**src/rtl/mp_add_pkg.sv**
```systemverilog
// Shared constants for the multi-precision add/subtract sequencer.
package mp_add_pkg;

    localparam int ADDER_W = 16;

    localparam logic OP_ADD = 1'b0;
    localparam logic OP_SUB = 1'b1;

    localparam logic [1:0] ST_IDLE = 2'd0;
    localparam logic [1:0] ST_RUN  = 2'd1;
    localparam logic [1:0] ST_DONE = 2'd2;

endpackage

```
**src/rtl/mp_add_sequencer.sv**
```systemverilog
// Multi-precision add/sub controller: streams WORDS 16-bit slices, LSW first, through an external adder.
// Latency: accept at edge t, out_valid from edge t+WORDS; one op per WORDS+2 cycles minimum.
// Backpressure: result held in DONE until out_ready; in_ready only in IDLE, no same-cycle turnaround.
module mp_add_sequencer
    import mp_add_pkg::*;
#(
    parameter int WORDS = 4
) (
    input  logic                       clk,
    input  logic                       reset_n,
    input  logic                       in_valid,
    output logic                       in_ready,
    input  logic                       in_op,
    input  logic [WORDS*ADDER_W-1:0]   in_a,
    input  logic [WORDS*ADDER_W-1:0]   in_b,
    input  logic                       in_ci,
    output logic [ADDER_W-1:0]         adder_a,
    output logic [ADDER_W-1:0]         adder_b,
    output logic                       adder_ci,
    input  logic [ADDER_W-1:0]         adder_s,
    input  logic                       adder_co,
    output logic                       out_valid,
    input  logic                       out_ready,
    output logic [WORDS*ADDER_W-1:0]   out_sum,
    output logic                       out_co,
    output logic                       out_ovf
);

    localparam int IDX_W = $clog2(WORDS);
    localparam logic [IDX_W-1:0] IDX_LAST = IDX_W'(WORDS - 1);

    logic [1:0]                      state;
    logic [IDX_W-1:0]                idx;
    logic                            carry;
    logic [WORDS-1:0][ADDER_W-1:0]   a_reg;
    logic [WORDS-1:0][ADDER_W-1:0]   b_reg;
    logic [WORDS-1:0][ADDER_W-1:0]   sum_reg;
    logic                            is_run;
    logic                            last_slice;
    logic                            a_msb;
    logic                            b_eff_msb;

    assign is_run     = (state == ST_RUN);
    assign last_slice = (idx == IDX_LAST);
    assign in_ready   = (state == ST_IDLE);
    assign out_valid  = (state == ST_DONE);
    assign out_sum    = sum_reg;

    assign a_msb     = a_reg[WORDS-1][ADDER_W-1];
    assign b_eff_msb = b_reg[WORDS-1][ADDER_W-1];

    assign adder_a  = is_run ? a_reg[idx] : '0;
    assign adder_b  = is_run ? b_reg[idx] : '0;
    assign adder_ci = is_run ? carry      : 1'b0;

    // The op is folded into b_reg (inverted) and the initial carry, so it needs no register of its own.
    always_ff @(posedge clk) begin
        if (!reset_n) begin
            state   <= ST_IDLE;
            idx     <= '0;
            carry   <= 1'b0;
            a_reg   <= '0;
            b_reg   <= '0;
            sum_reg <= '0;
            out_co  <= 1'b0;
            out_ovf <= 1'b0;
        end else begin
            case (state)
                ST_IDLE: begin
                    if (in_valid) begin
                        a_reg <= in_a;
                        b_reg <= (in_op == OP_SUB) ? ~in_b : in_b;
                        carry <= (in_op == OP_SUB) ? ~in_ci : in_ci;
                        idx   <= '0;
                        state <= ST_RUN;
                    end
                end
                ST_RUN: begin
                    sum_reg[idx] <= adder_s;
                    carry        <= adder_co;
                    if (last_slice) begin
                        idx     <= '0;
                        state   <= ST_DONE;
                        out_co  <= adder_co;
                        out_ovf <= (a_msb == b_eff_msb) && (adder_s[ADDER_W-1] != a_msb);
                    end else begin
                        idx <= idx + 1'b1;
                    end
                end
                ST_DONE: begin
                    if (out_ready) begin
                        state <= ST_IDLE;
                    end
                end
                default: begin
                    state <= ST_IDLE;
                end
            endcase
        end
    end

endmodule
```
**config.mk**
```make
export PLATFORM = sky130hd
export DESIGN_NAME = mp_add_sequencer
export DESIGN_NICKNAME = d
export VERILOG_FILES = /design/src/rtl/mp_add_pkg.sv /design/src/rtl/mp_add_sequencer.sv
export SDC_FILE = /design/constraint.sdc
export NUM_CORES = 1
export LEC_CHECK = 0
export BUFFER_PORTS_ARGS = -buffer_cell sky130_fd_sc_hd__buf_2
export CAP_MARGIN = 20
export CORE_MARGIN = 4
export CORE_UTILIZATION = 25
export CTS_BUF_LIST = sky130_fd_sc_hd__clkbuf_8
export DETAILED_ROUTE_END_ITERATION = 7
export RECOVER_POWER = 50
export SLEW_MARGIN = 20
export SYNTH_ARGS = -nofsm -noshare
export SYNTH_HDL_FRONTEND = slang
export SYNTH_SLANG_ARGS = --single-unit
```
**constraint.sdc**
```tcl
create_clock -name clk -period 1.69 [get_ports clk]
set_clock_uncertainty 0.15 [all_clocks]
set_input_delay 0.338 -clock clk [delete_from_list [all_inputs] [get_ports clk]]
set_output_delay 0.338 -clock clk [all_outputs]
set_load 0.01 [all_outputs]
```
==> impl_metrics.env <==
export IMPL_largest_reg_flops=64
export IMPL_root_buffer="clkbuf_8"
export IMPL_final_nets=1525
export IMPL_ir_worst_vdd_uv=560
export IMPL_die_area_um2=39200
export IMPL_wl_per_cell_um=18.9
export IMPL_slew_viol_final=0
export IMPL_start_util_pct=25.4
export IMPL_seqPwrFrac_pct=46.5
export IMPL_worst_slew_pin_slew_ps=314
export IMPL_timing_hold_ws_ps=52.5
export IMPL_clockBufferDepth=2
export IMPL_ff2ff_path_depth=10
export IMPL_overflow=0
export IMPL_grt_max_degree=76
export IMPL_relSlewSlack_pct=78.9
export IMPL_fmaxAchievable_mhz=412
export IMPL_totalWireLength_mm=34.9
export IMPL_violations="setup timing"
export IMPL_syn_area_um2=9030
export IMPL_async_reset_ff_share_pct=0
export IMPL_cap_violations=0
export IMPL_finalCriticalPeriod_ps=2430
export IMPL_ys_flop_type="dfxtp_1"
export IMPL_synth_area_leaders="dfxtp_1 44%, nand2_1 13%, mux4_2 8.0%"
export IMPL_fin_crit_sh_pct=144
export IMPL_clkTransAtPathRegs_ps=110
export IMPL_hp_class="in -> reg"
export IMPL_grt_pass1_vias=8284
export IMPL_fin_ws_ps=-739
export IMPL_finalSetupViolations=231
export IMPL_drtPass1Iterations=5
export IMPL_p_leak_nw=6.84
export IMPL_synth_seq_cells=199
export IMPL_p_int_mw=7.79
export IMPL_avgSynthCellArea_um2=9.36
export IMPL_startpoint="idx[0]"
export IMPL_dp_hpwl_mm=19.9
export IMPL_final_hold_violation_count=0
export IMPL_rows=69
export IMPL_cp_start_kind="flop"
export IMPL_drc=0
export IMPL_drt_vias_per_instance=4.69
export IMPL_rrSetupSlack_ps=-290
export IMPL_post_route_cells_drive_above_1_share_pct=45.2
export IMPL_preCtsSetupSlack_ps=-230
export IMPL_synth_net_count=1120
export IMPL_die_h_um=198
export IMPL_ant_nets=0
export IMPL_worstReg2RegEnd="out_sum[13]"
export IMPL_grt_pass1_wl_mm=45.8
export IMPL_io_buffers=251
export IMPL_area_growth_pct=67.2
export IMPL_switching_share_pct=29.2
export IMPL_crit_reg2reg_launch="idx[0]"
export IMPL_antenna_found_initial=8
export IMPL_synth_cell_types=31
export IMPL_synth_edff_count=0
export IMPL_cts_htree_levels=4
export IMPL_yosys_area_top_type="dfxtp_1"
export IMPL_worstSetupEndpointType="output pin"
export IMPL_power_switching_mw=3.22
export IMPL_tritoncts="done"
export IMPL_run_status="finished, violations left"
export IMPL_critPathRequiredTime_ps=1200
export IMPL_track_usage_pct=15.0
export IMPL_worstSetupPathType="reg -> out"
export IMPL_ys_warn_count=0
export IMPL_io_pins=252
export IMPL_yosysTopAreaCellShare_pct=44.1
export IMPL_die_w_um=198
export IMPL_critPathCapture="adder_b[11]"
export IMPL_cts_sinks=199
export IMPL_arrival_ps=1940
export IMPL_clk_latency_ps=500
export IMPL_core_area_um2=35600
export IMPL_yosysSeqAreaShare_pct=44.1
export IMPL_num_vias=8654
export IMPL_final_util_pct=42.5
export IMPL_numCtsBuffers=17
export IMPL_gp_congestion=0.786
export IMPL_worstPathMaxFanout=5
export IMPL_syn_inst=965
export IMPL_p_clk_share_pct=28.6
export IMPL_power_density_nw_per_um2=729
export IMPL_power_frac_comb_pct=24.9
export IMPL_first_iter_violations=306
export IMPL_grt_setup_unrepaired="yes"
[worst min-delay path by stage]
| stage | start | depth (start not counted) | endpoint | slack [ps] |
|---|---|---|---|---|
| floorplan | a_reg[16] | 2 | a_reg[16] | 280 |
| detailed placement | a_reg[50] | 2 | a_reg[50] | 290 |
| finish | in_b[6] | 4 | b_reg[6] | 50 |
| global route | in_b[13] | 4 | b_reg[13] | 20 |
| CTS | in_b[13] | 4 | b_reg[13] | 2 |
| global placement | a_reg[48] | 2 | a_reg[48] | 290 |
[power by group through the flow]
stage | clock network [mW] | logic [mW] | registers (mW)
after floorplan | 0 | 1.06 | 5.19
after global placement | 0 | 1.69 | 5.23
after detailed placement | 0 | 1.71 | 5.23
after CTS | 3.30 | 2.07 | 5.12
after global routing | 3.42 | 2.92 | 5.16
final | 3.14 | 2.74 | 5.12
[worst max-delay path, stage by stage (launching register included)]
cell     delay [ps]
dfxtp_4         440
buf_4           190
mux4_2          520
and2_4          170
buf_2           130
[synthesized netlist by cell type, types with 2 or more instances]
library cell,number
nand3b_1,4
and3b_1,4
a21oi_1,2
ha_1,4
a21boi_1,55
mux4_2,32
nor2_1,3
xnor2_1,64
buf_2,27
buf_6,2
buf_4,24
nor2b_1,5
o211a_1,64
nand2_1,323
dfxtp_1,199
clkbuf_1,30
inv_1,2
a21boi_0,75
and2_1,34
[cell usage in the layout (no fill, tap or decap), types with 5 or more instances in the layout]
cell type,synthesis,layout
clkbuf_1,30,33
o211a_1,64,64
nand2_1,323,185
buf_8,0,12
buf_6,2,46
buf_4,24,16
mux4_2,32,32
dlygate4sd3_1,0,111
buf_16,0,5
buf_2,27,186
clkbuf_16,0,28
buf_12,0,31
nand2_4,0,75
and2_4,0,32
clkbuf_8,0,21
a21boi_1,55,86
a21boi_2,0,44
xnor2_1,64,64
nand2_2,0,63
dfxtp_1,199,195
[what timing repair did]
item	4_1_cts	5_1_grt
pin swaps	24	149
gates cloned	8	32
hold endpoints to repair	159	0
endpoints found under the setup margin	99	229
gates resized for setup	96	365
buffers inserted	9	11
hold buffers	111	0
[routing by layer]
metal | up-vias | global-route usage (%) | part of all wire (%)
met1 | 4199 | 19.1 | 43
li1 | 4056 | - | -
met3 | 72 | 4.32 | 6.2
met5 | - | 0 | 0.16
met2 | 317 | 24.4 | 49
met4 | 10 | 5.05 | 2.4
[cell families after synthesis]
group           count (synthesis)  synth area share [%]
simple gates                  378                  17.5
buf+inv                        85                  5.07
xor+xnor                       65                  6.30
fa+ha+maj                       4                 0.554
mux                            32                  7.98
compound gates                202                  18.5
flops                         199                  44.1
[final cells by class]
cell class	instances	area, um2
Multi-Input combinational cell	682	5680
Clock inverter	10	97.6
Inverter	2	15.0
Fill cell	3363	20500
Tap cell	461	577
Sequential cell	199	4000
Clock buffer	21	289
Antenna cell	2	5.00
Timing Repair Buffer	468	4440
[metrics by stage]
stage | instance area, um2 | TNS, ps | cells | power, mW
floorplan | 9180 | -2320 | 965 | 6.24
global placement | 11200 | -7670 | 1645 | 6.92
detailed placement | 11200 | -8910 | 1645 | 6.94
CTS | 13300 | -42400 | 1804 | 10.5
global route | 15100 | -61390 | 1845 | 11.5
finish | 15100 | -46350 | 1845 | 11.0
No activity file was read; power rests on OpenSTA's default activity.
